<file path="config.mk">
export PLATFORM = sky130hd
export DESIGN_NAME = dnlink_tx
export DESIGN_NICKNAME = d
export VERILOG_FILES = /design/src/rtl/dnlink_tx.sv
export SDC_FILE = /design/constraint.sdc
export NUM_CORES = 1
export LEC_CHECK = 0
export BUFFER_PORTS_ARGS = -buffer_cell sky130_fd_sc_hd__buf_4
export CAP_MARGIN = 20
export CORE_UTILIZATION = 50
export DETAILED_ROUTE_END_ITERATION = 6
export PLACE_DENSITY = 0.73
export REMOVE_ABC_BUFFERS = 1
export SETUP_SLACK_MARGIN = 0.1
export SLEW_MARGIN = 20
export SYNTH_ARGS = -nofsm -noshare
export SYNTH_HDL_FRONTEND = slang
export SYNTH_SLANG_ARGS = --single-unit
</file>
<file path="constraint.sdc">
create_clock -name clk -period 1.8 [get_ports clk]
set_input_delay 0.27 -clock clk [delete_from_list [all_inputs] [get_ports clk]]
set_output_delay 0.27 -clock clk [all_outputs]
set_load 0.02 [all_outputs]
</file>
<file path="src/rtl/dnlink_tx.sv">
// Downlink telemetry serializer: sync marker, 16 data bits MSB first,
// odd parity bit, then a one-cycle done pulse and a frame counter bump.
module dnlink_tx #(
    parameter int BIT_DIV = 4
) (
    input  logic        clk,
    input  logic        rst,
    input  logic [15:0] word_in,
    input  logic        load,
    output logic        ready,
    output logic        busy,
    output logic        sync_out,
    output logic        data_out,
    output logic        bit_clk_out,
    output logic        done,
    output logic [7:0]  frame_cnt
);

    localparam int PW = (BIT_DIV > 2) ? $clog2(BIT_DIV) : 1;
    localparam logic [PW-1:0] PH_LAST = PW'(BIT_DIV - 1);
    localparam logic [PW-1:0] PH_HALF = PW'(BIT_DIV / 2);

    typedef enum logic [2:0] {
        IDLE   = 3'd0,
        SYNC   = 3'd1,
        DATA   = 3'd2,
        PARITY = 3'd3,
        DONE   = 3'd4
    } state_t;

    state_t        state_q, state_d;
    logic [PW-1:0] phase_q, phase_d;
    logic [3:0]    bit_q, bit_d;
    logic [15:0]   shift_q, shift_d;
    logic          par_q, par_d;
    logic [7:0]    frame_q, frame_d;
    logic          wrap;

    assign wrap = (phase_q == PH_LAST);

    always_ff @(posedge clk or negedge rst) begin
        if (!rst) begin
            state_q <= IDLE;
            phase_q <= '0;
            bit_q   <= '0;
            shift_q <= '0;
            par_q   <= 1'b0;
            frame_q <= '0;
        end else begin
            state_q <= state_d;
            phase_q <= phase_d;
            bit_q   <= bit_d;
            shift_q <= shift_d;
            par_q   <= par_d;
            frame_q <= frame_d;
        end
    end

    always_comb begin
        state_d = state_q;
        phase_d = phase_q;
        bit_d   = bit_q;
        shift_d = shift_q;
        par_d   = par_q;
        frame_d = frame_q;
        case (state_q)
            IDLE: begin
                if (load) begin
                    shift_d = word_in;
                    par_d   = ~^word_in;
                    phase_d = '0;
                    bit_d   = '0;
                    state_d = SYNC;
                end
            end
            SYNC: begin
                phase_d = wrap ? '0 : phase_q + PW'(1);
                if (wrap) begin
                    bit_d   = 4'd15;
                    state_d = DATA;
                end
            end
            DATA: begin
                phase_d = wrap ? '0 : phase_q + PW'(1);
                // Shift only on the period boundary so data moves at phase 0.
                if (wrap) begin
                    shift_d = {shift_q[14:0], 1'b0};
                    if (bit_q == 4'd0) state_d = PARITY;
                    else               bit_d   = bit_q - 4'd1;
                end
            end
            PARITY: begin
                phase_d = wrap ? '0 : phase_q + PW'(1);
                if (wrap) state_d = DONE;
            end
            DONE: begin
                frame_d = frame_q + 8'd1;
                phase_d = '0;
                state_d = IDLE;
            end
            default: state_d = IDLE;
        endcase
    end

    always_comb begin
        ready       = (state_q == IDLE);
        busy        = (state_q == SYNC) || (state_q == DATA) ||
                      (state_q == PARITY);
        sync_out    = (state_q == SYNC);
        done        = (state_q == DONE);
        bit_clk_out = busy && (phase_q >= PH_HALF);
        data_out    = 1'b0;
        if (state_q == DATA)   data_out = shift_q[15];
        if (state_q == PARITY) data_out = par_q;
    end

    assign frame_cnt = frame_q;

endmodule

</file>
==> metrics, run 1 <==
run status finished clean; final worst path period need about 1.6 ns; num rows 21; synthesis-stage register bit count 34; r2r startpoint bit_q[1]$_DFFE_PN0P_; Setup Viol. Count Final 0; number of max-slew violations in the final report 0; WL per Instance around 13 um; worst reg-to-reg path cell count 6; total standard cell area after synthesis 0.001866 mm^2; Reg clk slew, reported paths ~0.07 ns; hold violation total from the final report 0; Setup Crit Path Kind flop to flop; share of the clock period used by the worst path a little over 90%; antenna violation net count after detailed routing 0; Final HPWL DP ~2.6 mm; final estimated routing congestion in global placement slightly below 0.9; number of port buffers 32; highest achievable clock rate ~610 MHz; Final Core Density approximately two thirds; final routed wirelength across all metal layers between 3 and 4 mm; Relative slew margins ~70%; maxcap violations 0; worst setup path endpoint bit_q[2]$_DFFE_PN0P_; CTS tree yes; number of fillers in the final layout about 280; actual transition at the worst max-transition pin 0.4280 ns; class of the tightest hold or removal check primary input to flop; post-placement cell count about 260; Worst R2R Setup Slack 0.17 ns; core region area around 0.0034 mm^2; Die ar. approximately 0.0040 mm^2; fraction of the yosys area taken by sequential cells roughly 46%; Unique masters post-synth 38; TritonCTS buffer count 5; crit end category flop; overall die height roughly 63 um; insertion delay of the later-clocked pin in the worst-skew pair about 0.28 ns; antenna violations before repair 0; number of nets in the finished design around 250; global-route usage over all layers a little over 20%; biggest fanout along the worst timing path 8; reg-to-reg critical path endpoint bit_q[2]$_DFFE_PN0P_; largest net degree at the start of global routing 35; number of cells in the finished layout apart from fillers between 200 and 300; largest vdd supply drop 0.7442 mV; Crit path required time slightly below 2 ns; post-route setup TNS 0 ns; number of standard cells after synthesis around 180; total number of clock tree sinks 34; Bufs on Longest Clock Path 2; CTS root buffer sky130_fd_sc_hd__clkbuf_8; number of iterations in the first detailed-routing pass 4; Antenna Diode Count 0; Yosys warning count 0; PwrDens approximately 1500 mW/mm^2; synthesized area divided by synthesized cell count just over 10 um^2; via density per instance 5.186; wire length of the first global-routing pass 6.127 mm; first element of the critical path bit_q[1]$_DFFE_PN0P_; layout cells sized above 1 ~29%; CP startpoint kind flop; Layout Skew ~0.0078 ns; unrepaired setup endpoints after global routing true; Clock H-tree levels 2; DIE WIDTH between 60 and 70 um; via count of the first global-routing pass between 1000 and 1500; number of top-level pins 33; leakage power of the design between 1 and 1.5 nW; global route total overflow 0; initial core utilization between 50% and 60%; number of design-rule violations left by the first detailed-router iteration 79; Layout Area Growth over Synthesis 23.68%; number of remaining DRC errors 0; data arrival time at the worst-slack endpoint between 1.5 and 2 ns; vias post-DR about 1400
## critical path: stages (launching register included)
cell and delay (ns):
sky130_fd_sc_hd__dfrtp_1 0.38, sky130_fd_sc_hd__inv_1 0.09, sky130_fd_sc_hd__ha_1 0.14, sky130_fd_sc_hd__or3b_2 0.45, sky130_fd_sc_hd__nand4b_1 0.15, sky130_fd_sc_hd__a21oi_4 0.10, sky130_fd_sc_hd__a22o_1 0.21
## final cells by class
type | count | area (um^2) | area share (%)
Inverter | 4 | 15.01 | 0.6508
Sequential cell | 34 | 854.6 | 37.04
Clock buffer | 6 | 82.58 | 3.579
Tap cell | 46 | 57.56 | 2.495
Clock inverter | 2 | 12.51 | 0.5423
Multi-Input combinational cell | 136 | 958.4 | 41.54
Timing Repair Buffer | 41 | 326.6 | 14.15
## synth_stat cells
cell type,number,area share [%]
sky130_fd_sc_hd__nand2_1,26,5.2
sky130_fd_sc_hd__buf_1,1,0.20
sky130_fd_sc_hd__ha_1,5,3.4
sky130_fd_sc_hd__o21a_1,1,0.40
sky130_fd_sc_hd__a21oi_4,1,0.87
sky130_fd_sc_hd__buf_6,3,1.8
sky130_fd_sc_hd__mux2i_1,16,8.6
sky130_fd_sc_hd__a22o_1,2,0.94
sky130_fd_sc_hd__dfrtp_1,34,46
sky130_fd_sc_hd__nand4b_1,1,0.47
sky130_fd_sc_hd__o22ai_1,2,0.67
sky130_fd_sc_hd__and3_1,1,0.34
sky130_fd_sc_hd__o21ai_1,17,4.6
sky130_fd_sc_hd__nor3_1,3,0.80
sky130_fd_sc_hd__nand3_2,2,1.1
sky130_fd_sc_hd__and2_4,1,0.47
sky130_fd_sc_hd__clkbuf_1,3,0.60
sky130_fd_sc_hd__nor2_4,2,1.2
sky130_fd_sc_hd__xnor2_1,19,8.9
sky130_fd_sc_hd__o31ai_1,1,0.40
sky130_fd_sc_hd__or3b_2,1,0.47
sky130_fd_sc_hd__nand4_1,2,0.67
sky130_fd_sc_hd__buf_2,1,0.27
sky130_fd_sc_hd__nand2b_1,5,1.7
sky130_fd_sc_hd__o21ai_0,6,1.6
sky130_fd_sc_hd__or3_1,1,0.34
sky130_fd_sc_hd__xor2_1,4,1.9
sky130_fd_sc_hd__or2_1,1,0.34
sky130_fd_sc_hd__or2_2,1,0.34
sky130_fd_sc_hd__and4_4,1,0.60
sky130_fd_sc_hd__o22a_1,1,0.47
sky130_fd_sc_hd__inv_1,4,0.80
sky130_fd_sc_hd__a32o_1,1,0.54
sky130_fd_sc_hd__nor2_1,6,1.2
sky130_fd_sc_hd__a211o_1,1,0.47
sky130_fd_sc_hd__a21oi_1,3,0.80
sky130_fd_sc_hd__mux2_2,1,0.60
sky130_fd_sc_hd__nand3b_1,1,0.40
## worst min-delay path by stage
stage / from / end / cells past startpoint
final: word_in[0] / shift_q[0]$_DFFE_PN0P_ / 2
after global routing: word_in[0] / shift_q[0]$_DFFE_PN0P_ / 2
after CTS: word_in[0] / shift_q[0]$_DFFE_PN0P_ / 2
after detailed placement: rst / bit_q[3]$_DFFE_PN0P_ / 1
after global placement: rst / bit_q[2]$_DFFE_PN0P_ / 1
after floorplan: rst / bit_q[0]$_DFFE_PN0P_ / 0
## registers in the layout (all words and copies together), names as in the netlist
register,count
frame_cnt,8
bit_q,4
phase_q,2
state_q,3
par_q,1
shift_q,16
## cell families (layout without fill, tap and decap cells)
family,Yosys count,after routing,synth area share [%]
AOI/OAI and AO/OA,36,36,11.74
xor gates and xnor gates,23,23,10.80
buffers and inverters,12,53,3.688
and+or+nand+nor,55,55,15.63
muxes,17,17,9.188
DFF,34,34,45.61
adders and majority gates,5,5,3.353
## what timing repair did
item	in CTS	in global routing
pin swaps	0	1
resized for setup	3	6
hold buffers	1	0
endpoints found under the hold margin	34	0
endpoints found under the setup margin	3	13
buffers inserted	3	0
## cells in the final DEF, fill, tap and decap left out, types with 2 or more instances in the layout
master                     Yosys  routed
sky130_fd_sc_hd__a21oi_1       3       3
sky130_fd_sc_hd__a22o_1        2       2
sky130_fd_sc_hd__buf_4         0      38
sky130_fd_sc_hd__clkbuf_8      0       6
sky130_fd_sc_hd__dfrtp_1      34      31
sky130_fd_sc_hd__dfrtp_2       0       3
sky130_fd_sc_hd__ha_1          5       4
sky130_fd_sc_hd__inv_1         4       3
sky130_fd_sc_hd__mux2i_1      16      16
sky130_fd_sc_hd__nand2_1      26      26
sky130_fd_sc_hd__nand2b_1      5       5
sky130_fd_sc_hd__nand3_2       2       2
sky130_fd_sc_hd__nand4_1       2       2
sky130_fd_sc_hd__nor2_1        6       5
sky130_fd_sc_hd__nor2_4        2       2
sky130_fd_sc_hd__nor3_1        3       2
sky130_fd_sc_hd__o21ai_0       6       6
sky130_fd_sc_hd__o21ai_1      17      17
sky130_fd_sc_hd__o22ai_1       2       2
sky130_fd_sc_hd__xnor2_1      19      19
sky130_fd_sc_hd__xor2_1        4       4
## routing by layer
| metal | vias up | wire, um | global-route usage, % |
|---|---|---|---|
| met2 | 35 | 1810 | 34.41 |
| li1 | 705 | - | - |
| met3 | 2 | 164 | 6.522 |
| met5 | - | 0 | 0 |
| met1 | 653 | 1558 | 24.26 |
| met4 | 0 | 20 | 5.233 |
## where the power goes
part	switching, mW	total [mW]	internal [mW]
combinational	0.867	1.64	0.774
clock	0.263	0.570	0.307
sequential	0.227	1.29	1.07
## metrics by stage
step | worst slack [ns] | total power [mW] | hold WS, ns | instance area, um^2
after floorplan | 0.1560 | 2.348 | -0.02559 | 1812
after global placement | 0.2005 | 2.781 | 0.2390 | 2160
after detailed placement | 0.1399 | 2.876 | 0.2414 | 2160
after CTS | 0.1277 | 3.498 | 0.2513 | 2291
after global routing | 0.09980 | 3.783 | 0.2480 | 2307
final | 0.1706 | 3.505 | 0.2615 | 2307
Note: power is estimated with default switching activity, not from simulation.
==> inputs of run 2 (changes only) <==
--- a/config.mk
+++ b/config.mk
@@ -9,6 +9,7 @@
 export CAP_MARGIN = 20
 export CORE_UTILIZATION = 50
 export DETAILED_ROUTE_END_ITERATION = 6
+export GPL_TIMING_DRIVEN = 0
 export PLACE_DENSITY = 0.73
 export REMOVE_ABC_BUFFERS = 1
 export SETUP_SLACK_MARGIN = 0.1
==> metrics, run 2 (synthesis results as in run 1) <==
Setup Viol. Count Final 0 (unchanged); vias post-DR 1439 (+3.2%); number of nets in the finished design 249 (+1.2%); endpoint with the worst hold slack shift_q[0]$_DFFE_PN0P_; Clock H-tree levels 2 (unchanged); DIE WIDTH 63.08 um (unchanged); number of cells in the finished layout apart from fillers 272 (+1.1%); via density per instance 5.290 (+2.0%); smallest hold slack 0.2421 ns (-0.01935 ns); Worst Slack Setup Final 0.1210 ns (-0.04958 ns); total number of clock tree sinks 34 (unchanged); reg-to-reg critical path endpoint bit_q[2]$_DFFE_PN0P_; Reg clk slew, reported paths 0.07 ns (about the same); number of iterations in the first detailed-routing pass 4 (unchanged); Antenna Diode Count 0 (unchanged); largest vdd supply drop 0.7094 mV (-4.7%); Bufs on Longest Clock Path 2 (unchanged); via count of the first global-routing pass 1472 (+6.0%); commonest non-fill, non-tap cell in the layout sky130_fd_sc_hd__buf_4; register with the most flip-flops shift_q; number of port buffers 32 (unchanged); hold violation total from the final report 0 (unchanged); layout cells sized above 1 30.97% (+1.8 points); Worst R2R Setup Slack 0.12 ns (-0.05 ns); global route total overflow 0 (unchanged); Setup Crit Path Kind flop to flop; combined area of the multi-input logic cells 967.2 um^2 (+0.91%); worst reg-to-reg path cell count 6 (unchanged); overall die height 63.08 um (unchanged); unrepaired setup endpoints after global routing true; highest achievable clock rate 595.6 MHz (-3.0%); number of remaining DRC errors 0 (unchanged); CP startpoint kind flop; class of the tightest hold or removal check primary input to flop; number of max-slew violations in the final report 0 (unchanged); r2r startpoint state_q[0]$_DFFE_PN0P_; final estimated routing congestion in global placement 0.8507 (-1.6%); antenna violations before repair 0 (unchanged); num rows 21 (unchanged); insertion delay of the later-clocked pin in the worst-skew pair 0.29 ns (about the same); maxcap violations 0 (unchanged); wire length of the first global-routing pass 6.389 mm (+4.3%); global-route usage over all layers 21.14% (+1.0 points); initial core utilization 54.20% (unchanged); Hold Path Cell Cnt 2 (unchanged); routed length on met3 145 um (-12%); crit end category flop; data arrival time at the worst-slack endpoint 1.86 ns (+0.06 ns); Layout Area Growth over Synthesis 25.89%; CTS root buffer sky130_fd_sc_hd__clkbuf_8; CTS tree yes; core region area 0.003442 mm^2 (unchanged); routed length on met2 1.936 mm (+7.0%); top routing layer in use met4; final worst path period need 1.679 ns (+0.04958 ns); TritonCTS buffer count 5 (unchanged); number of fillers in the final layout 266 (-4.7%); number of top-level pins 33 (unchanged); WL per Instance 14.09 um (+6.7%); source of the worst hold timing path word_in[0]; post-placement cell count 252 (-1.9%); power consumption 3.642 mW (+3.9%); Final HPWL DP 2.433 mm (-7.6%); leakage power of the design 1.053 nW (+1.8%); Crit path required time 1.98 ns (about the same); Largest register FFs 16 (unchanged); share of the clock period used by the worst path 93.28% (+2.8 points); run status finished clean; commonest cells after routing, fill and taps aside 39 x sky130_fd_sc_hd__buf_4, 31 x sky130_fd_sc_hd__dfrtp_1, 26 x sky130_fd_sc_hd__nand2_1; biggest fanout along the worst timing path 6 (-2); number of design-rule violations left by the first detailed-router iteration 90 (+14%); Relative slew margins 71.42% (about the same); antenna violation net count after detailed routing 0 (unchanged); post-route setup TNS 0 ns (unchanged); Layout Skew 0.004771 ns (-0.002980 ns); Die ar. 0.003979 mm^2 (unchanged); largest net degree at the start of global routing 35 (unchanged); met1 wire length 1.668 mm (+7.1%); actual transition at the worst max-transition pin 0.4287 ns (+0.0006530 ns); PwrDens 1551 mW/mm^2 (+2.1%); combined flip-flop and latch cell area 854.6 um^2 (unchanged); DP Worst Slack -0.04935 ns (-0.1893 ns); final routed wirelength across all metal layers 3.832 mm (+7.9%)
[run 2: layer usage]
metal | vias to the layer above | GRT usage, %
li1 | 709 | -
met1 | 694 | 23.85
met2 | 27 | 35.62
met3 | 9 | 5.616
met4 | 0 | 12.50
met5 | - | 0
[run 2: worst max-delay path by stage]
| stage | startpoint | endpoint | slack (ns) | cells past startpoint |
|---|---|---|---|---|
| 2_1_floorplan | state_q[1]$_DFFE_PN0P_ | shift_q[0]$_DFFE_PN0P_ | 0.16 | 3 |
| 3_3_place_gp | state_q[1]$_DFFE_PN0P_ | shift_q[0]$_DFFE_PN0P_ | -0.02 | 3 |
| 3_5_place_dp | phase_q[0]$_DFFE_PN0P_ | shift_q[10]$_DFFE_PN0P_ | -0.05 | 5 |
| 4_1_cts | state_q[1]$_DFFE_PN0P_ | ready | 0.1 | 2 |
| 5_1_grt | phase_q[0]$_DFFE_PN0P_ | shift_q[0]$_DFFE_PN0P_ | 0.06 | 4 |
| 6_report | state_q[0]$_DFFE_PN0P_ | bit_q[2]$_DFFE_PN0P_ | 0.12 | 6 |
[run 2: layout make-up]
cell class	count	share of cell area (%)
clock buffer	6	3.516
clock inverter	2	0.5328
inverter	4	0.6393
multi-input combinational	136	41.18
sequential	34	36.39
tap	46	2.451
timing repair buffer	44	15.29
[run 2: power breakdown]
part | total (mW) | leakage [nW] | switching (mW) | internal (mW)
clock | 0.596 | 0.0472 | 0.289 | 0.307
sequential | 1.32 | 0.428 | 0.256 | 1.07
combinational | 1.72 | 0.577 | 0.884 | 0.841
[run 2: timing repair]
item	in CTS	in global routing
resized for setup	4	10
pin swaps	1	1
hold buffers	1	0
endpoints found under the hold margin	34	0
endpoints found under the setup margin	23	26
setup buffers	5	6
[run 2: through the flow]
step | cell area, um^2 | util, %
floorplan | 1812 | -
global placement | 2110 | 61.29
detailed placement | 2110 | 61.29
CTS | 2281 | 66.27
global route | 2349 | 68.23
finish | 2349 | 68.23
[run 2: worst max-delay path, stage by stage (launching register included)]
cell and delay, ns:
sky130_fd_sc_hd__dfrtp_2 0.46, sky130_fd_sc_hd__buf_2 0.18, sky130_fd_sc_hd__buf_12 0.13, sky130_fd_sc_hd__nand4b_1 0.23, sky130_fd_sc_hd__a21oi_4 0.28, sky130_fd_sc_hd__o21ai_1 0.10
sky130_fd_sc_hd__a22o_1 0.18
